===== config.mk =====
export PLATFORM = sky130hd
export DESIGN_NAME = program_loader
export DESIGN_NICKNAME = d
export VERILOG_FILES = /design/src/rtl/program_loader_pkg.sv /design/src/rtl/program_loader_counter.sv /design/src/rtl/program_loader.sv
export SDC_FILE = /design/constraint.sdc
export NUM_CORES = 1
export LEC_CHECK = 0
export CAP_MARGIN = 20
export CORE_MARGIN = 3
export CORE_UTILIZATION = 35
export DETAILED_ROUTE_END_ITERATION = 16
export SLEW_MARGIN = 20
export SYNTH_ARGS = -nofsm -noshare
export SYNTH_HDL_FRONTEND = slang
export SYNTH_SLANG_ARGS = --single-unit

===== constraint.sdc =====
create_clock -name clk -period 2.3 [get_ports clk]
set_input_delay 0.23 -clock clk [delete_from_list [all_inputs] [get_ports clk]]
set_output_delay 0.23 -clock clk [all_outputs]
set_load 0.005 [all_outputs]

===== src/rtl/program_loader_pkg.sv =====
// Shared types for the program loader: FSM state encoding and small decode helpers.
package program_loader_pkg;

    localparam int unsigned ST_W = 3;

    typedef enum logic [ST_W-1:0] {
        LdrIdle = 3'd0,
        LdrLen  = 3'd1,
        LdrWait = 3'd2,
        LdrAddr = 3'd3,
        LdrData = 3'd4,
        LdrDone = 3'd5
    } ldr_state_e;

    // States in which the loader is willing to take a stream byte.
    function automatic logic accepts_stream(input ldr_state_e st);
        return (st == LdrLen) || (st == LdrWait);
    endfunction

    // States in which the loader owns the shared bus.
    function automatic logic drives_bus(input ldr_state_e st);
        return (st == LdrAddr) || (st == LdrData);
    endfunction

endpackage


===== src/rtl/program_loader_counter.sv =====
// Loadable up-counter used as the RAM address generator; load has priority over increment.
module program_loader_counter #(
    parameter int unsigned N = 8
) (
    input  logic         clk_i,
    input  logic         rst_i,
    input  logic         load_i,
    input  logic [N-1:0] load_val_i,
    input  logic         inc_i,
    output logic [N-1:0] count_o
);

    logic [N-1:0] count_q, count_d;

    always_comb begin
        count_d = count_q;
        if (load_i) begin
            count_d = load_val_i;
        end else if (inc_i) begin
            count_d = count_q + N'(1);
        end
    end

    always_ff @(posedge clk_i or posedge rst_i) begin
        if (rst_i) begin
            count_q <= '0;
        end else begin
            count_q <= count_d;
        end
    end

    assign count_o = count_q;

endmodule


===== src/rtl/program_loader.sv =====
// Bus-master loader: takes a length-prefixed byte stream and writes it to RAM via MAR/RAM strobes,
// holding the CPU in reset for the duration of the load.
module program_loader
    import program_loader_pkg::*;
#(
    parameter logic [7:0] BASE = 8'h00
) (
    input  logic       clk,
    input  logic       reset,
    input  logic       start,
    input  logic [7:0] in_data,
    input  logic       in_valid,
    output logic       in_ready,
    output logic [7:0] bus_out,
    output logic       bus_oe,
    output logic       c_mi,
    output logic       c_ri,
    output logic       cpu_hold,
    output logic       done,
    output logic [7:0] checksum
);

    ldr_state_e state_q, state_d;
    logic [7:0] remaining_q, remaining_d;
    logic [7:0] byte_q, byte_d;
    logic [7:0] checksum_q, checksum_d;
    logic [7:0] addr;
    logic       addr_load;
    logic       addr_inc;
    logic       xfer;

    program_loader_counter #(
        .N(8)
    ) u_addr (
        .clk_i     (clk),
        .rst_i     (reset),
        .load_i    (addr_load),
        .load_val_i(BASE),
        .inc_i     (addr_inc),
        .count_o   (addr)
    );

    assign xfer = in_valid && in_ready;

    always_comb begin
        state_d     = state_q;
        remaining_d = remaining_q;
        byte_d      = byte_q;
        checksum_d  = checksum_q;
        addr_load   = 1'b0;
        addr_inc    = 1'b0;
        unique case (state_q)
            LdrIdle: begin
                if (start) begin
                    state_d    = LdrLen;
                    checksum_d = 8'h00;
                    addr_load  = 1'b1;
                end
            end
            LdrLen: begin
                if (xfer) begin
                    remaining_d = in_data;
                    state_d     = (in_data == 8'h00) ? LdrDone : LdrWait;
                end
            end
            LdrWait: begin
                if (xfer) begin
                    byte_d     = in_data;
                    checksum_d = checksum_q + in_data;
                    state_d    = LdrAddr;
                end
            end
            LdrAddr: begin
                state_d = LdrData;
            end
            LdrData: begin
                addr_inc    = 1'b1;
                remaining_d = remaining_q - 8'd1;
                state_d     = (remaining_q == 8'd1) ? LdrDone : LdrWait;
            end
            LdrDone: begin
                state_d = LdrIdle;
            end
            default: begin
                state_d = LdrIdle;
            end
        endcase
    end

    // Every strobe is a pure decode of the state register, so an async reset kills it at once.
    always_comb begin
        in_ready = accepts_stream(state_q);
        bus_oe   = drives_bus(state_q);
        c_mi     = (state_q == LdrAddr);
        c_ri     = (state_q == LdrData);
        cpu_hold = (state_q != LdrIdle);
        done     = (state_q == LdrDone);
        bus_out  = 8'h00;
        if (state_q == LdrAddr) begin
            bus_out = addr;
        end else if (state_q == LdrData) begin
            bus_out = byte_q;
        end
        checksum = checksum_q;
    end

    always_ff @(posedge clk or posedge reset) begin
        if (reset) begin
            state_q     <= LdrIdle;
            remaining_q <= 8'h00;
            byte_q      <= 8'h00;
            checksum_q  <= 8'h00;
        end else begin
            state_q     <= state_d;
            remaining_q <= remaining_d;
            byte_q      <= byte_d;
            checksum_q  <= checksum_d;
        end
    end

endmodule


-- Word-level counts from Yosys, hierarchy flattened
Index checks and enable logic that the tools add are counted.
- bits in registers: 35
- reductions and logical operators: 13
- multiplexer cells: 18
- add/sub/neg operators: 3
- equality and inequality tests: 9
- operators by type and width (kind ; number):
    8-bit two-way mux ; 7
    8-bit case mux with 2 select lines ; 2
    3-bit two-way mux ; 5
    3-bit case mux with 5 select lines ; 1
    8-bit by 1-bit adder with 8-bit output (second input constant) ; 1
    8-bit adder ; 1
    8-bit by 1-bit equality test with 1-bit output (second input constant) ; 1
    8-bit zero test ; 1
    8-bit by 1-bit subtractor with 8-bit output (second input constant) ; 1
    3-bit by 2-bit equality test with 1-bit output (second input constant) ; 2
    3-bit equality test (second input constant) ; 2
    2-bit inequality test (second input constant) ; 3
    3-bit AND reduction ; 2
    2-bit nonzero test ; 3
    2-bit AND reduction ; 2
    3-bit by 1-bit equality test with 1-bit output (second input constant) ; 1
    3-bit zero test ; 1
    1-bit two-way mux ; 3
    3-bit nonzero test ; 1
    1-bit logical OR ; 2
    1-bit logical AND ; 1

-- Depth between registers and ports, before layout
- depth in word-level cells: 5
- depth in mapped cells: 8
- depth with buffers taken out: 7

-- Hierarchy
Synthesis repeated with hierarchy kept, for this count alone.
- cells, all modules: 254
- area, all modules: 2192.1 um2
- by module, submodules not included (module ; cells an instance ; area each (um2) ; times used ; seq. area each (um2)):
    program_loader ; 204 ; 1746.7 ; 1 ; 675.6
    program_loader_counter ; 50 ; 445.4 ; 1 ; 200.2

-- Worst setup path before layout
Ideal clock, no wire load.
- path kind: register to register
- from: register checksum_q[1] (netlist: checksum[1])
- to: register checksum_q[7] (netlist: checksum[7])
- stages on the path, launching flop included: 7
- arrival time: 1.723 ns
- slack: 0.491 ns
- clock period less this slack: 1.809 ns
- cells stage by stage: dfrtp_1 -> ha_1 -> a211oi_1 -> o311ai_0 -> a21boi_0 -> or2_2 -> o211ai_1
- longest elaborated chain between the ends: 3
- RTL lines (item ; RTL line ; RTL):
    start: declaration ; program_loader.sv:26 ; logic [7:0] checksum_q, checksum_d;
    start signal: assignment ; program_loader.sv:117 ; checksum_q <= checksum_d;
    8-bit adder ; program_loader.sv:69 ; checksum_d = checksum_q + in_data;
    8-bit two-way mux ; program_loader.sv:67 ; if (xfer) begin
    8-bit case mux with 2 select lines ; program_loader.sv:52 ; unique case (state_q)
No other way between the ends. The select of a mux whose other input is x is not followed.
A chain may end at the register's enable or synchronous reset.

-- Worst setup path after layout
- from: register state_q[0]
- to: output c_ri
- longest elaborated chain between the ends: 1
- RTL lines (item ; RTL line ; RTL):
    start: declaration ; program_loader.sv:23 ; ldr_state_e state_q, state_d;
    start signal: assignment ; program_loader.sv:109 ; state_q <= LdrIdle;
    start signal: assignment ; program_loader.sv:114 ; state_q <= state_d;
    3-bit equality test ; program_loader.sv:95 ; c_ri = (state_q == LdrData);
    end: declaration ; program_loader.sv:17 ; output logic c_ri,
No other way between the ends.

==> summary.md <==
| Metric | Value |
|---|---|
| Status | `finished, final reports clean` |
| Full die area | `0.00701 mm^2` |
| Seq cells post-synth | `35` |
| Clock latency on the worst-skew pair | `0.29 ns` |
| Arr. time, crit path | `roughly 2 ns` |
| Final WL | `5450 um` |
| Top-Level Pins | `34` |
| Critical path fanouts, max | `14` |
| Via count | `approximately 1900` |
| Initial antenna violation count | `0` |
| Final cycle utilization of the critical path | `0.946` |
| Worst EP required | `2.07 ns` |
| Net count after synthesis | `around 250` |
| WS Path Type | `flip-flop to primary output` |
| Avg Vias per Cell | `5.46` |
| Top_reg_cell synth | `dfrtp_1` |
| Final setup violating endpoints | `0` |
| Die W | `83.8 um` |
| Clock power frac | `0.219` |
| Gr usage total | `0.161` |
| LEAKAGE | `roughly 1.2 nW` |
| Clock-pin slew on the worst setup and hold paths | `0.08 ns` |
| IO buf count | `33` |
| Post-DP HPWL | `4060 um` |
| Hold Crit Class | `input pin to async pin` |
| Crit path launch type | `flip-flop` |
| Combinational share of power | `0.436` |
| Core Region | `0.00568 mm^2` |
| Crit path capture type | `primary output` |
| Placed Instance Area | `about 0.0026 mm^2` |
| TritonRoute pass-1 iters | `4` |
| Row count | `27` |
| CTS buffer count | `5` |
| GRT overflow | `0` |
| Wire length per cell | `about 16 um` |
| Reg2Reg Depth | `6` |
| FF-to-FF Start | `checksum[4]` |
| Worst Clk Skew | `0.00279 ns` |
| Internal power | `1.98 mW` |
| Area grow syn2layout | `29.3%` |
| Fillers | `558` |
| Total power | `3.12 mW` |
| Worst VDD drop | `0.481 mV` |
| DRC viols | `0` |
| Fin util | `0.482` |
| Share of cells above drive strength 1 | `0.160` |
| Dpl ws | `-0.0600 ns` |
| Cells after Synth | `222` |
| First-pass GRT wire length | `between 9000 and 10000 um` |
| Root Driver | `clkbuf_8` |
| Rel. slew slack | `0.669` |
| Post-synth cell types | `50` |
| Post-route ant nets | `0` |
| Clock period minus worst slack | `2.18 ns` |
| Clock Path Buffers | `2` |
| Worst Tran Pin Value | `0.490 ns` |
| Chip Height | `roughly 84 um` |
| Net Sw Power | `1.15 mW` |
| Sw Share | `0.367` |
| Initial DRC Count | `108` |
| Syn Area/Cell | `9.53 um^2` |
| Setup slack, reg-to-reg | `0.30 ns` |
| Vias in the first global route | `1842` |
| Post-synthesis cell area | `0.00212 mm^2` |
| Max Cap Violations | `0` |
| Final-report hold violation count | `0` |
| Diode count | `0` |
| TNS Setup | `0 ns` |
| Max-slew violations | `0` |
| H-tree depth | `2` |
| Number of synthesized flops with an enable pin | `0` |
| Fmax | `around 0.46 GHz` |
| Layout Nets | `291` |
| Sequential cell area | `878 um^2` |
| TritonCTS clock tree | `done` |
| Final worst slack | `between 0.1 and 0.15 ns` |
| Sequential share of power | `0.346` |
| Ys async rst share | `1.00` |
| Multi-input gate area | `0.00115 mm^2` |
| R2R Path End | `checksum[7]` |
| Final GP Congestion | `0.873` |
| Pwr/cell area | `1140 mW/mm^2` |
| Largest net degree at the start of global routing | `36` |
| Starting Density | `0.373` |
| RSZ-0062 raised after global routing | `false` |
| Sequential fraction of the synthesis area | `0.414` |
| Post-Layout Inst Area | `0.00274 mm^2` |
| Clk sinks | `35` |
| Syn. warnings | `0` |
what timing repair did:
action	CTS	global route
hold buffers	0	0
gates resized for setup	0	3
endpoints found under the setup margin	0	7
buffers inserted	0	0
metal layers:
metal | global-route usage | wire (um)
met5 | 0 | 0
met4 | 0.0541 | 76
met3 | 0.0346 | 258
met2 | 0.252 | 2470
met1 | 0.220 | 2640
layout by cell type (no fill, tap or decap), types with 3 or more instances in the layout:
cell type | synthesis | routed
clkbuf_8 | 0 | 5
mux2_2 | 9 | 9
clkdlybuf4s50_1 | 0 | 33
nand3_1 | 13 | 13
xor2_1 | 3 | 3
xnor2_1 | 3 | 3
nand2_1 | 22 | 22
dfrtp_1 | 35 | 33
nor2_1 | 11 | 11
nor3_1 | 4 | 4
inv_1 | 10 | 9
a22o_1 | 14 | 14
o31ai_1 | 3 | 3
o21ai_0 | 23 | 23
and3_1 | 3 | 3
ha_1 | 10 | 10
a211oi_1 | 3 | 3
a21oi_1 | 13 | 13
buf_4 | 2 | 15
cell type report:
| cell class | count | share of cell area |
|---|---|---|
| clock buffer | 5 | 0.0251 |
| clock inverter | 3 | 0.0247 |
| inverter | 11 | 0.0155 |
| multi-input combinational | 167 | 0.419 |
| sequential | 35 | 0.321 |
| tap | 72 | 0.0329 |
| timing repair buffer | 48 | 0.162 |
flip-flops by register name (all words and copies together), names as in the netlist:
signal,flops
byte_q,8
checksum,8
remaining_q,8
u_addr.count_o,8
state_q,3
power by group through the flow:
| stage | clock, mW | sequential [mW] | combinational, mW |
|---|---|---|---|
| 2_1_floorplan | 0 | 1.00 | 0.900 |
| 3_3_place_gp | 0 | 1.08 | 1.35 |
| 3_5_place_dp | 0 | 1.08 | 1.37 |
| 4_1_cts | 0.692 | 1.08 | 1.37 |
| 5_1_grt | 0.722 | 1.11 | 1.52 |
| 6_report | 0.683 | 1.08 | 1.36 |
cell usage after synthesis, drive strengths merged, types with 2 or more instances:
cell type	instances	share of area
dfrtp	35	0.41
o21ai	24	0.057
nand2	23	0.044
a22o	14	0.058
a21oi	13	0.031
nand3	13	0.031
nor2	12	0.029
ha	10	0.059
inv	10	0.018
mux2	9	0.048
buf	6	0.019
nor3	5	0.014
a211oi	3	0.011
and3	3	0.0089
clkbuf	3	0.0053
o211ai	3	0.013
o311ai	3	0.016
o31ai	3	0.011
or4	3	0.012
xnor2	3	0.012
xor2	3	0.012
a22oi	2	0.0071
nand4	2	0.0059
critical path: stages, from the launching register on:
cell             delay [ns]
dfrtp_2                0.47
nor2_8                 0.17
nand2_4                0.10
clkinv_2               0.18
buf_4                  0.22
clkdlybuf4s50_1        0.51
stage by stage:
step                      hold WS (ns)  cells
after floorplan                  0.360    222
after global placement           0.487    333
after detailed placement         0.484    333
after CTS                        0.353    341
after global routing             0.399    341
final                            0.327    341
cells by family after synthesis:
logic type / count (synthesis) / share of synthesized area
buf+inv: 20 / 0.0443
mux: 10 / 0.0526
xor+xnor: 6 / 0.0248
simple gates: 70 / 0.176
compound gates: 70 / 0.220
fa+ha+maj: 11 / 0.0686
flops: 35 / 0.414
worst max-delay path by stage:
stage                           start           to  cells after the start
after floorplan           checksum[1]  checksum[7]                      6
after global placement     in_data[2]  checksum[7]                      7
after detailed placement   in_data[2]  checksum[7]                      7
after CTS                  state_q[2]   bus_out[4]                      6
after global routing       state_q[2]   bus_out[4]                      6
final                      state_q[0]         c_ri                      5
(Power assumes the default switching activity.)
